## config.mk

```make
export PLATFORM = sky130hd
export DESIGN_NAME = exit_park
export DESIGN_NICKNAME = d
export VERILOG_FILES = /design/src/rtl/exit_park.sv
export SDC_FILE = /design/constraint.sdc
export NUM_CORES = 1
export LEC_CHECK = 0
export ABC_AREA = 1
export CAP_MARGIN = 20
export CORE_ASPECT_RATIO = 0.7
export CORE_UTILIZATION = 25
export CTS_BUF_LIST = sky130_fd_sc_hd__clkbuf_2 sky130_fd_sc_hd__clkbuf_4 sky130_fd_sc_hd__clkbuf_8
export DETAILED_ROUTE_END_ITERATION = 12
export GPL_TIMING_DRIVEN = 0
export REMOVE_ABC_BUFFERS = 1
export SYNTH_ARGS = -nofsm -noshare
export SYNTH_HDL_FRONTEND = slang
export SYNTH_SLANG_ARGS = --single-unit
```

## constraint.sdc

```tcl
create_clock -name clk -period 3.9 [get_ports clk]
set_clock_uncertainty 0.05 [all_clocks]
set_input_delay 0.78 -clock clk [delete_from_list [all_inputs] [get_ports clk]]
set_output_delay 0.78 -clock clk [all_outputs]
set_load 0.01 [all_outputs]
```

## src/rtl/exit_park.sv

```systemverilog
// Exit-side occupancy keeper: validates exit requests against the 8-space occupancy
// register, clears the space on a valid exit and holds the exit gate open for GATE_CYCLES.
module exit_park #(
    parameter int unsigned GATE_CYCLES = 4
) (
    input  logic       clk,
    input  logic       rst,
    input  logic       entry_commit,
    input  logic [2:0] entry_space,
    input  logic       exit_req,
    input  logic [2:0] exit_space,
    output logic       exit_ack,
    output logic       exit_err,
    output logic       gate_open,
    output logic       busy,
    output logic [7:0] parking_capacity,
    output logic [3:0] free_count
);

    typedef enum logic [1:0] {StIdle, StCheck, StOpen} state_e;

    localparam logic [7:0] TimerLoad = 8'(GATE_CYCLES - 1);

    state_e     state_q, state_d;
    logic [2:0] req_space_q, req_space_d;
    logic [7:0] timer_q, timer_d;
    logic [7:0] cap_q, cap_d;
    logic       ack_q, ack_d;
    logic       err_q, err_d;
    logic       gate_q, gate_d;
    logic       busy_q, busy_d;

    logic       hit;
    logic [7:0] set_mask;
    logic [7:0] clr_mask;

    assign hit = cap_q[req_space_q];

    // State register
    always_ff @(posedge clk) begin
        if (rst) begin
            state_q     <= StIdle;
            req_space_q <= 3'd0;
            timer_q     <= 8'd0;
            cap_q       <= 8'd0;
            ack_q       <= 1'b0;
            err_q       <= 1'b0;
            gate_q      <= 1'b0;
            busy_q      <= 1'b0;
        end else begin
            state_q     <= state_d;
            req_space_q <= req_space_d;
            timer_q     <= timer_d;
            cap_q       <= cap_d;
            ack_q       <= ack_d;
            err_q       <= err_d;
            gate_q      <= gate_d;
            busy_q      <= busy_d;
        end
    end

    // Next-state logic
    always_comb begin
        state_d     = state_q;
        req_space_d = req_space_q;
        timer_d     = timer_q;
        set_mask    = 8'd0;
        clr_mask    = 8'd0;

        unique case (state_q)
            StIdle: begin
                if (exit_req) begin
                    req_space_d = exit_space;
                    state_d     = StCheck;
                end
            end
            StCheck: begin
                if (hit) begin
                    clr_mask[req_space_q] = 1'b1;
                    timer_d               = TimerLoad;
                    state_d               = StOpen;
                end else begin
                    state_d = StIdle;
                end
            end
            StOpen: begin
                if (timer_q == 8'd0) begin
                    state_d = StIdle;
                end else begin
                    timer_d = timer_q - 8'd1;
                end
            end
            default: state_d = StIdle;
        endcase

        if (entry_commit) begin
            set_mask[entry_space] = 1'b1;
        end
        // Set is applied after clear so a re-taken space stays occupied
        cap_d = (cap_q & ~clr_mask) | set_mask;
    end

    // Output logic (next values of the registered outputs)
    always_comb begin
        ack_d  = (state_q == StCheck) && hit;
        err_d  = (state_q == StCheck) && !hit;
        gate_d = (state_d == StOpen);
        busy_d = (state_d != StIdle);
    end

    always_comb begin
        logic [3:0] ones;
        ones = 4'd0;
        for (int i = 0; i < 8; i++) begin
            ones = ones + 4'(cap_q[i]);
        end
        free_count = 4'd8 - ones;
    end

    assign exit_ack         = ack_q;
    assign exit_err         = err_q;
    assign gate_open        = gate_q;
    assign busy             = busy_q;
    assign parking_capacity = cap_q;

endmodule

```

== Word level (Yosys, flattened, before mapping) ==
Cells that the tools add are included.

* Add/sub/neg operators: 9
* $mul: 0
* Divide/modulo/power cells: 0
* Magnitude comparators: 4
* Equal/unequal tests: 5
* Shift operators: 0
* Mux-type cells: 16
* Bitwise logic cells: 3
* Reductions and logical operators: 11

{| class="wikitable"
|+ Operator list
! cell !! number
|-
| 2-to-1 mux 8 bit || 5
|-
| adder 4 x 1 -> 4 bit || 4
|-
| one-hot mux 8 bit (2 select lines) || 1
|-
| AND 8 bit || 1
|-
| logical NOT 8 bit || 1
|-
| less-than comparator 3 x 4 -> 1 bit, second input constant || 2
|-
| NOT 8 bit || 1
|-
| bitwise OR 8 bit || 1
|-
| subtractor 8 x 1 -> 8 bit, second input constant || 1
|-
| demux 1 bit (select 3 bit) || 2
|-
| greater-or-equal comparator 3 x 1 -> 1 bit, second input constant || 2
|-
| 2-to-1 mux 2 bit || 3
|-
| one-hot mux 2 bit (3 select lines) || 1
|-
| adder 3 x 1 -> 4 bit || 1
|-
| == test 2 bit, second input constant || 2
|-
| logical AND 1 bit || 4
|-
| inequality test 2 bit, second input constant || 2
|-
| nonzero test 2 bit || 2
|-
| subtractor 4 bit, first input constant || 1
|-
| adder 2 x 1 -> 3 bit || 1
|-
| binary-select mux 1 bit (select 3 bit) || 1
|-
| 2-to-1 mux 1 bit || 3
|-
| AND reduction 3 bit || 1
|-
| adder 1 x 1 -> 2 bit || 1
|-
| other kinds (4) || 4
|}

* Register bits after elaboration: 25
* Bits in latches: 0
* Memory bits (writable): 0
* Memory bits (read-only): 0
* Input port bits: 10
* Output and inout bits: 16
* Word-level logic and storage cells: 56
* Memories: 0

== Logic depth before layout (Yosys ltp) ==
* Word-level depth: 9
* Depth in mapped cells: 10
* Gate-level depth less buffers: 9

== Worst setup path before layout ==
Ideal clock, no wire load.

* Kind: register -> output
* Start: register cap_q[1], in the netlist parking_capacity[1]
* End: output port free_count[2]
* Arrival: 2.385 ns
* Required time: 3.070 ns
* Slack: 0.685 ns
* Cell stages (with the launch flop): 7
* Buffers on the path: 0
* Path through: dfxtp_1 -> inv_1 -> fa_1 -> ha_1 -> fa_1 -> fa_1 -> ha_1

* Word-level cells in the longest chain between the ends: 8

{| class="wikitable"
|+ Ends and longest elaborated chain
! what !! RTL line !! source
|-
| start, declared || 27 || <nowiki>logic [7:0] cap_q, cap_d;</nowiki>
|-
| start signal, assigned || 54 || <nowiki>cap_q <= cap_d;</nowiki>
|-
| adder 1 x 1 -> 2 bit || 115 || <nowiki>ones = ones + 4'(cap_q[i]);</nowiki>
|-
| adder 2 x 1 -> 3 bit || 115 ||
|-
| adder 3 x 1 -> 4 bit || 115 ||
|-
| adder 4 x 1 -> 4 bit (4 in series) || 115 ||
|-
| subtractor 4 bit || 117 || <nowiki>free_count = 4'd8 - ones;</nowiki>
|-
| end, declared || 17 || <nowiki>output logic [3:0] free_count</nowiki>
|}

Every way passes these cells.

== Final worst setup path ==
Ends and elaborated chain as after synthesis.

==> results.sh <==
export IMPL_status="completed"
export IMPL_worst_slew_pin_transition_ps=929
export IMPL_synth_compound_area_frac=0.119
export IMPL_finalHoldViolations=0
export IMPL_cts_made_buffers=3
export IMPL_p_sw_mw=0.208
export IMPL_cp_max_fo=3
export IMPL_critical_path_max_stage_delay_ps=520
export IMPL_fmax_mhz=266
export IMPL_hold_buffers=0
export IMPL_clockBufferDepth=2
export IMPL_synthMuxAreaShare=0
export IMPL_yosysWarnings=0
export IMPL_viasPerCell=4.23
export IMPL_worstHoldStart="parking_capacity[2]"
export IMPL_critPathTopFamily="adder cells"
export IMPL_wl_mm=3.28
export IMPL_track_usage=0.116
export IMPL_seq_power_share=0.448
export IMPL_grt_pass1_wl_mm=5.63
export IMPL_synth_top_family_by_area="simple AND/OR/NAND/NOR gates"
export IMPL_worst_path_max_delay_cell="fa_1"
export IMPL_fill_cells=604
export IMPL_fin_setup_tns_ps=0
export IMPL_gr_total_overflow=0
export IMPL_crit_type="reg -> out"
export IMPL_slew_viol_final=0
export IMPL_vdd_ir_drop_max_v=0.000128
export IMPL_critical_path_arrival_ps=2920
export IMPL_ys_async_sr_fraction=0
export IMPL_post_route_period_util=0.963
export IMPL_insertion_delay_ps=270
export IMPL_synth_avg_cell_area_um2=6.96
export IMPL_synth_adder_area_share=0.105
export IMPL_synth_xor_area_frac=0.0178
export IMPL_cp_required_ps=3070
export IMPL_routedWlPerCell_um=10.5
export IMPL_start_util=0.259
export IMPL_comb_power_share=0.295
export IMPL_critPathLaunchType="register"
export IMPL_cp_end_kind="output pin"
export IMPL_slew_headroom=0.379
export IMPL_path_cells="inv_1 > fa_1 > ha_1 > fa_1 > fa_1 > ha_1 > dlygate4sd2_1"
export IMPL_cts_max_level=1
export IMPL_p_int_mw=0.422
export IMPL_drc=0
export IMPL_core_area_mm2=0.00570
export IMPL_setup_viol=0
export IMPL_hp_class="reg -> reg"
export IMPL_worstSetupStartpoint="parking_capacity[1]"
export IMPL_grt_max_degree=22
export IMPL_critPathBufInv=2
export IMPL_synth_cells=212
export IMPL_synth_edf_count=0
export IMPL_p_leak_nw=0.755
export IMPL_vias=1319
export IMPL_rsz0062_at_grt="no"
export IMPL_p_per_area_mw_per_mm2=340
export IMPL_rows=23
export IMPL_r2r_start="state_q[0]"
export IMPL_fp_dieW_um=93.9
export IMPL_routabilityCongestion=0.884
export IMPL_period_needed_ps=3750
export IMPL_io_pins=26
export IMPL_dpl_hpwl_mm=2.53
export IMPL_drtAntennaViolNets=0
export IMPL_synth_simple_area_share=0.319
export IMPL_area_growth_pct=25.4
export IMPL_switching_share=0.330
export IMPL_drt_iter0_drc=93
export IMPL_cts_tree="built"
export IMPL_synth_seq_cells=25
export IMPL_cts_sinks=25
export IMPL_cts_root_buf="clkbuf_8"
export IMPL_die_height_um=66.3
export IMPL_clkPwrFrac=0.257
export IMPL_netlist_area_mm2=0.00148
export IMPL_dieArea_mm2=0.00622
export IMPL_grt_pass1_vias=1227
export IMPL_fin_nets=258
export IMPL_power_mw=0.630
export IMPL_post_cts_buffers=0
export IMPL_maxCapViolCount=0
export IMPL_antennaDiodeCount=0
export IMPL_yosysUniqueCellTypes=24
export IMPL_drtPass1Iterations=4
export IMPL_crit_top_cell="fa_1"
export IMPL_drive_above_1_share=0.0844
export IMPL_ys_seq_area_frac=0.339
export IMPL_port_buffers=25
export IMPL_clkTransAtPathRegs_ps=100
export IMPL_antenna_found_initial=0
export IMPL_ys_flop_type="dfxtp_1"
==> cells in the final DEF (no fill, tap or decap) <==
cell,count
a21oi_1,15
a21oi_2,5
a21oi_4,1
clkbuf_8,3
clkdlybuf4s50_1,22
clkinvlp_4,1
dfxtp_1,23
dfxtp_2,2
dlygate4sd2_1,1
dlymetal6s2s_1,2
fa_1,4
ha_1,6
inv_1,29
inv_2,2
inv_6,1
nand2_1,44
nand2_2,1
nand2_4,1
nand3_1,22
nand3_4,1
nand4_1,2
nor2_1,36
nor2_2,2
o21ai_0,6
o21ai_1,2
xnor2_1,1
xor2_1,2
==> Yosys cell counts, types with 2 or more instances <==
| master | instances | area [um2] |
|---|---|---|
| a21oi_1 | 15 | 75.1 |
| a21oi_2 | 5 | 43.8 |
| clkbuf_1 | 2 | 7.51 |
| dfxtp_1 | 25 | 500 |
| fa_1 | 4 | 80.1 |
| ha_1 | 6 | 75.1 |
| inv_1 | 29 | 109 |
| inv_2 | 2 | 7.51 |
| nand2_1 | 44 | 165 |
| nand3_1 | 22 | 110 |
| nand4_1 | 2 | 12.5 |
| nor2_1 | 36 | 135 |
| nor2_2 | 2 | 12.5 |
| o21ai_0 | 6 | 30.0 |
| o21ai_1 | 2 | 10.0 |
| xor2_1 | 2 | 17.5 |
==> power by group through the flow <==
| stage | clock network, mW | logic, mW | registers, mW |
|---|---|---|---|
| 2_1_floorplan | 0 | 0.121 | 0.289 |
| 3_3_place_gp | 0 | 0.189 | 0.288 |
| 3_5_place_dp | 0 | 0.191 | 0.288 |
| 4_1_cts | 0.169 | 0.190 | 0.282 |
| 5_1_grt | 0.176 | 0.215 | 0.284 |
| 6_report | 0.162 | 0.186 | 0.282 |
==> area by class of cell <==
class	instances	area [um2]	area share
Timing Repair Buffer	25	254	0.137
Inverter	32	125	0.0676
Clock inverter	1	7.51	0.00405
Clock buffer	3	41.3	0.0223
Multi-Input combinational cell	151	827	0.447
Sequential cell	25	503	0.272
Tap cell	75	93.8	0.0507
==> cell families (layout without fill, tap and decap cells) <==
kind of cell / count (synthesis) / count (layout)
flip-flops: 25 / 25
adder cells (fa/ha/maj): 10 / 10
AND/OR/NAND/NOR: 109 / 109
buffers and inverters: 36 / 61
AO/OA/AOI/OAI: 29 / 29
XOR/XNOR: 3 / 3
==> worst register-to-register path: stages (launching register included) <==
cell     delay (ps)
dfxtp_1         360
inv_1            60
nor2_1          650
nor2_1          180
a21oi_4         280
nand2_4         150
nand2_1         100
a21oi_2          50
==> path summary, 6_finish.rpt <==
path	cells past startpoint	slack, ps	endpoint
max	7	150	free_count[2]
min	2	430	parking_capacity[2]
max reg2reg	7	1880	timer_q[4]
min reg2reg	2	430	parking_capacity[2]
==> per-stage QoR <==
stage / hold slack (ps) / std cells / cell area (um2) / setup slack, ps / utilization
6_report: 430 / 312 / 1850 / 145 / 0.325
3_3_place_gp: 429 / 308 / 1800 / 158 / 0.315
2_1_floorplan: 418 / 208 / 1450 / 685 / -
4_1_cts: 435 / 312 / 1850 / 12.1 / 0.324
5_1_grt: 449 / 312 / 1850 / 24.8 / 0.325
3_5_place_dp: 428 / 308 / 1800 / 135 / 0.315
==> registers in the layout, summed over array words and instances, names as in the netlist <==
name / count
req_space_q: 3
timer_q: 8
parking_capacity: 8
busy: 1
exit_err: 1
exit_ack: 1
state_q: 2
gate_open: 1
==> layer usage <==
| metal | vias to the layer above | wire (um) | GRT usage |
|---|---|---|---|
| met1 | 575 | 1920 | 0.178 |
| met2 | 24 | 1180 | 0.162 |
| met4 | 0 | 30 | 0.0288 |
| met5 | - | 0 | 0 |
| met3 | 2 | 149 | 0.0218 |
| li1 | 718 | - | - |
==> what timing repair did <==
item	CTS	global route
pin swaps	1	0
setup endpoints to repair	3	2
resized for setup	3	2
Note: power is estimated with default switching activity, not from simulation.
